<file path="src/rtl/pending_encoder_rr.sv">
// Pending-request encoder: latches request pulses and hands out one pending
// index per valid/ready transfer. Selection is fixed (highest index) or round-robin.
module pending_encoder_rr #(
  parameter int N     = 8,
  parameter int IDX_W = 3
) (
  input  logic             clk,
  input  logic             rst_n,
  input  logic [N-1:0]     req_in,
  input  logic             mode,
  input  logic             ready_in,
  output logic             valid_out,
  output logic [IDX_W-1:0] idx_out,
  output logic [N-1:0]     pending_out
);

  logic [N-1:0]     pend_q, pend_d;
  logic             valid_q, valid_d;
  logic [IDX_W-1:0] idx_q, idx_d;
  logic [IDX_W-1:0] ptr_q, ptr_d;

  logic             acc;
  logic             load;
  logic [N-1:0]     clr;
  logic [N-1:0]     sel;
  logic [IDX_W-1:0] pick_fixed;
  logic [IDX_W-1:0] pick_rr;

  assign acc  = valid_q & ready_in;
  assign load = ~valid_q | ready_in;

  for (genvar gi = 0; gi < N; gi++) begin : g_clr
    assign clr[gi] = acc && (idx_q == IDX_W'(gi));
  end

  // Selection sees the current pending set minus the bit leaving this cycle;
  // fresh requests only become eligible one cycle later.
  assign sel = pend_q & ~clr;

  always_comb begin
    pick_fixed = '0;
    for (int i = 0; i < N; i++) begin
      if (sel[i]) pick_fixed = IDX_W'(i);
    end
  end

  // Round-robin: lowest set index above ptr, otherwise wrap to lowest set index.
  always_comb begin
    logic [IDX_W-1:0] hi_idx;
    logic [IDX_W-1:0] lo_idx;
    logic             hi_found;
    hi_idx   = '0;
    lo_idx   = '0;
    hi_found = 1'b0;
    for (int i = N - 1; i >= 0; i--) begin
      if (sel[i]) begin
        lo_idx = IDX_W'(i);
        if (i > int'(ptr_q)) begin
          hi_idx   = IDX_W'(i);
          hi_found = 1'b1;
        end
      end
    end
    pick_rr = hi_found ? hi_idx : lo_idx;
  end

  always_comb begin
    pend_d  = sel | req_in;
    ptr_d   = acc ? idx_q : ptr_q;
    valid_d = valid_q;
    idx_d   = idx_q;
    if (load) begin
      valid_d = |sel;
      idx_d   = (|sel) ? (mode ? pick_rr : pick_fixed) : '0;
    end
  end

  always_ff @(posedge clk) begin
    if (!rst_n) begin
      pend_q  <= '0;
      valid_q <= 1'b0;
      idx_q   <= '0;
      ptr_q   <= IDX_W'(N - 1);
    end else begin
      pend_q  <= pend_d;
      valid_q <= valid_d;
      idx_q   <= idx_d;
      ptr_q   <= ptr_d;
    end
  end

  assign valid_out   = valid_q;
  assign idx_out     = idx_q;
  assign pending_out = pend_q;

endmodule
</file>
<file path="config.mk">
export PLATFORM = sky130hd
export DESIGN_NAME = pending_encoder_rr
export DESIGN_NICKNAME = d
export VERILOG_FILES = /design/src/rtl/pending_encoder_rr.sv
export SDC_FILE = /design/constraint.sdc
export NUM_CORES = 1
export LEC_CHECK = 0
export BUFFER_PORTS_ARGS = -buffer_cell sky130_fd_sc_hd__buf_2
export CAP_MARGIN = 5
export CORE_MARGIN = 2
export CORE_UTILIZATION = 45
export DETAILED_ROUTE_END_ITERATION = 10
export PLACE_DENSITY = 0.69
export SYNTH_ARGS = -nofsm -noshare
export SYNTH_HDL_FRONTEND = slang
export SYNTH_SLANG_ARGS = --single-unit
</file>
<file path="constraint.sdc">
create_clock -name clk -period 4.9 [get_ports clk]
set_clock_uncertainty 0.05 [all_clocks]
set_input_delay 1.47 -clock clk [delete_from_list [all_inputs] [get_ports clk]]
set_output_delay 1.47 -clock clk [all_outputs]
set_load 0.05 [all_outputs]
</file>
# == Word-level counts from Yosys, hierarchy flattened ==
# Cells that the tools add are included.
# classes
magnitude_cmp,7
n_eq_ne,7
muxes,46
n_bitwise,6
reduce_logical,10
# op_table
op,count
2-to-1 mux 3 bit,31
2-to-1 mux 1 bit,15
equality test 3 bit (second input constant),4
greater-than comparator 3 bit (first input constant),4
AND 8 bit,1
logical AND 1 bit,8
inverter 8 bit,1
OR 8 bit,1
OR reduction 8 bit,1
equality test 3 x 2 -> 1 bit (second input constant),2
greater-than comparator 2 x 3 -> 1 bit (first input constant),2
equality test 3 x 1 -> 1 bit (second input constant),1
greater-than comparator 1 x 3 -> 1 bit (first input constant),1
zero test 3 bit,1
AND 1 bit,1
inverter 1 bit,1
OR 1 bit,1
# word_totals
regBits,15
inputBits,12
out_inout_bits,12
elab_cells,80

# == Longest topological paths before layout ==
# depth
ltp_word,20
mapped_depth,7
depth_no_buf,6

# == Least setup slack after synthesis ==
# Ideal clock, no wire load.
# synth_timing
kind,in2reg
from,input port ready_in
to,"register idx_q[0], in the netlist idx_out[0]"
setup_time_ns,0.088
t_arrival_ns,2.918
required_ns,4.762
slack_ns,1.844
cell_stages,7
path_buffers,1
path_cell_list,buf_4 > nand3b_1 > o21ai_1 > o2bb2ai_2 > nand4bb_1 > or3_1 > a311oi_2
# synth_via
elab_chain_len,20
word_cells_on_any_way,57
cone_classes,mux (44); bitwise (4); reduce/logical (9)
# synth_lines
item,line,text
"start, declared",11,"input logic ready_in,"
AND 1 bit,29,assign acc = valid_q & ready_in;
logical AND 1 bit,33,assign clr[gi] = acc && (idx_q == IDX_W'(gi));
inverter 8 bit,38,assign sel = pend_q & ~clr;
AND 8 bit,38,
2-to-1 mux 3 bit / 2-to-1 mux 1 bit (equally long branches),56,if (sel[i]) begin
2-to-1 mux 3 bit / 2-to-1 mux 1 bit (equally long branches),58,if (i > int'(ptr_q)) begin
2-to-1 mux 3 bit / 2-to-1 mux 1 bit (equally long branches),56,
2-to-1 mux 3 bit / 2-to-1 mux 1 bit (equally long branches),58,
[3 not listed],-,
2-to-1 mux 3 bit / 2-to-1 mux 1 bit (equally long branches),58,
2-to-1 mux 3 bit / 2-to-1 mux 1 bit (equally long branches),56,
2-to-1 mux 3 bit / 2-to-1 mux 1 bit (equally long branches),58,
2-to-1 mux 3 bit / 2-to-1 mux 1 bit (equally long branches),56,
2-to-1 mux 3 bit / 2-to-1 mux 1 bit (equally long branches),58,
2-to-1 mux 3 bit / 2-to-1 mux 1 bit (equally long branches),56,
2-to-1 mux 3 bit,64,pick_rr = hi_found ? hi_idx : lo_idx;
2-to-1 mux 3 bit (2 in a row),74,idx_d = (|sel) ? (mode ? pick_rr : pick_fixed) : '0;
"end signal, assigned",87,idx_q <= idx_d;
"end, declared",19,"logic [IDX_W-1:0] idx_q, idx_d;"
# Several ways; a longest one is shown, not always the timed one.
# A chain may end at the register's enable or synchronous reset.

# == Worst setup path after layout ==
# layout_timing
from,input port ready_in
to,"register idx_q[1], in the netlist idx_out[1]"
# Same word-level chain as after synthesis.

==> impl_metrics.env <==
export IMPL_diodes=0
export IMPL_drt_vias_per_instance=5.914
export IMPL_route_detailed_drc=0
export IMPL_drt_iter0_drc=57
export IMPL_antenna_found_initial=0
export IMPL_clkTransAtPathRegs_ns=0.09
export IMPL_dieArea_sq_um=2488
export IMPL_syn_area_per_cell_sq_um=7.577
export IMPL_syn_num_nets=137
export IMPL_rsz0062_at_grt="no"
export IMPL_die_y_um=49.88
export IMPL_max_freq_ghz=0.3177
export IMPL_cts_sinks=15
export IMPL_grt_max_degree=13
export IMPL_postCtsSetupBuffers=0
export IMPL_cts_buffers=3
export IMPL_core_area_sq_um=1982
export IMPL_grt_use_met1=0.2812
export IMPL_status="finished, final reports clean"
export IMPL_grt_use_met2=0.3178
export IMPL_finalSetupViolations=0
export IMPL_yosysSeqAreaShare=0.3170
export IMPL_io_pins=24
export IMPL_fin_crit_sh=0.6423
export IMPL_routed_wl_mm=2.440
export IMPL_ys_dominant_reg_cell="dfxtp_1"
export IMPL_nets=161
export IMPL_worst_pin_slew_ns=0.7183
export IMPL_htreeDepth=1
export IMPL_synth_seq_cells=15
export IMPL_synth_edf_count=0
export IMPL_async_reset_ff_frac=0
export IMPL_gr_max_usage_layer="met2"
export IMPL_fin_ws_ns=1.753
export IMPL_fin_crit_ns=3.147
export IMPL_synth_area_sq_um=947.2
export IMPL_place_ws_ns=1.502
export IMPL_max_cap_violations=0
export IMPL_ctsRootBufferMaster="clkbuf_4"
export IMPL_post_cts_resized=0
export IMPL_fin_tns_setup_ns=0
export IMPL_end_kind="register"
export IMPL_power_density_nw_per_um2=304.1
export IMPL_use_met3=0.04242
export IMPL_grt_pass1_vias=936
export IMPL_hold_buffers=0
export IMPL_first_pass_iters=4
export IMPL_cts_tree="done"
export IMPL_area_delta_synth_final_pct=15.72
export IMPL_drive_gt1_frac=0.2230
export IMPL_yosys_warnings=0
export IMPL_port_buffers=23
export IMPL_track_usage=0.2095
export IMPL_p_leak_nw=0.4467
export IMPL_slew_limit_headroom=0.5167
export IMPL_finalHoldViolCount=0
export IMPL_critPathKind="in2reg"
export IMPL_final_max_slew_violation_count=0
export IMPL_ant_nets=0
export IMPL_clock_path_buffers=2
export IMPL_detail_route_wl_per_cell_um=13.94
export IMPL_grt_ovfl_total=0
export IMPL_start_util=0.4779
export IMPL_synth_cell_type_count=38
export IMPL_ir_worst_vdd_uv=177.0
export IMPL_rows=16
export IMPL_clk_insertion_delay_late_ns=0.29
export IMPL_syn_inst=125
export IMPL_arrival_ns=3.26
export IMPL_die_w_um=49.88
export IMPL_cp_start_kind="input port"
export IMPL_crit_required_ns=5.02
export IMPL_ff2ff_setup_slack_ns=2.59
export IMPL_via_count=1035
export IMPL_grt_pass1_wl_mm=4.091
export IMPL_cp_max_fo=12
export IMPL_place_hpwl_mm=1.820
export IMPL_globalplace_congestion=0.9042
export IMPL_hp_class="reg2reg"
## metrics by stage
stage / util / hold WS [ns] / instances / area, sq um / total power [mW]
floorplan: - / 0.4565 / 125 / 947.2 / 0.2345
global placement: 0.5398 / 0.4981 / 171 / 1070 / 0.2611
detailed placement: 0.5398 / 0.5216 / 171 / 1070 / 0.2616
CTS: 0.5530 / 0.5335 / 175 / 1096 / 0.3345
global route: 0.5530 / 0.5609 / 175 / 1096 / 0.3533
finish: 0.5530 / 0.5211 / 175 / 1096 / 0.3333
## critical path, stage by stage
cell	delay, ns
buf_2	0.19
nand3_1	0.20
o21a_1	0.30
nor4_1	0.67
a21oi_1	0.15
a21boi_0	0.20
a311oi_1	0.07
## per-layer routing
| metal | share of wire | vias up |
|---|---|---|
| li1 | - | 513 |
| met1 | 0.46 | 465 |
| met2 | 0.45 | 53 |
| met3 | 0.076 | 4 |
| met4 | 0.014 | 0 |
| met5 | 0 | - |
## cell usage in the layout (no fill, tap or decap), types with 2 or more instances in the layout
cell type   n
buf_2      23
o21a_1      7
or3_1       2
o21ai_1     3
nand3b_1    2
o211ai_1    4
nor2_1     20
nand3_1     8
a21oi_1     6
dfxtp_1    15
nand2_1    10
o21ai_0    10
o22ai_1     2
nor4_1      2
nor3_1      5
nor2b_1     2
inv_1       3
a31oi_1     2
clkbuf_4    3
## kinds of logic (layout without fill, tap and decap cells)
family / Yosys count / in the layout / share of synthesized area
simple gates: 57 / 57 / 0.2985
flops: 15 / 15 / 0.3170
buf+inv: 7 / 30 / 0.03963
compound gates: 46 / 46 / 0.3448
## worst paths after layout
path / start / end / depth (start not counted)
setup / recovery: ready_in / idx_out[1] / 7
hold / removal: idx_out[0] / ptr_q[0] / 2
setup reg to reg: valid_out / idx_out[1] / 6
hold reg to reg: idx_out[0] / ptr_q[0] / 2
## power by group
group	switching [mW]	internal, mW
Clock	0.0413	0.0317
Combinational	0.0776	0.0359
Sequential	0.0144	0.132
Total	0.133	0.200
## cell type report
cell class / count / area [sq um]
tap: 27 / 33.78
fill: 185 / 885.9
timing repair buffer: 23 / 115.1
multi-input combinational: 103 / 609.3
inverter: 3 / 11.26
sequential: 15 / 300.3
clock buffer: 4 / 26.28
## registers in the layout, indices dropped and copies added, names as in the netlist
register     flops
pending_out      8
idx_out          3
ptr_q            3
valid_out        1
## synth_stat cells, types with 3 or more instances
master | count | area share
nand2_1 | 10 | 0.040
inv_1 | 3 | 0.012
dfxtp_1 | 15 | 0.32
nand3_1 | 8 | 0.042
nor2_1 | 20 | 0.079
a21oi_1 | 6 | 0.032
o21a_1 | 7 | 0.055
o21ai_0 | 10 | 0.053
o21ai_1 | 3 | 0.016
nor3_1 | 5 | 0.026
o211ai_1 | 4 | 0.032
Note: power is estimated with default switching activity, not from simulation.
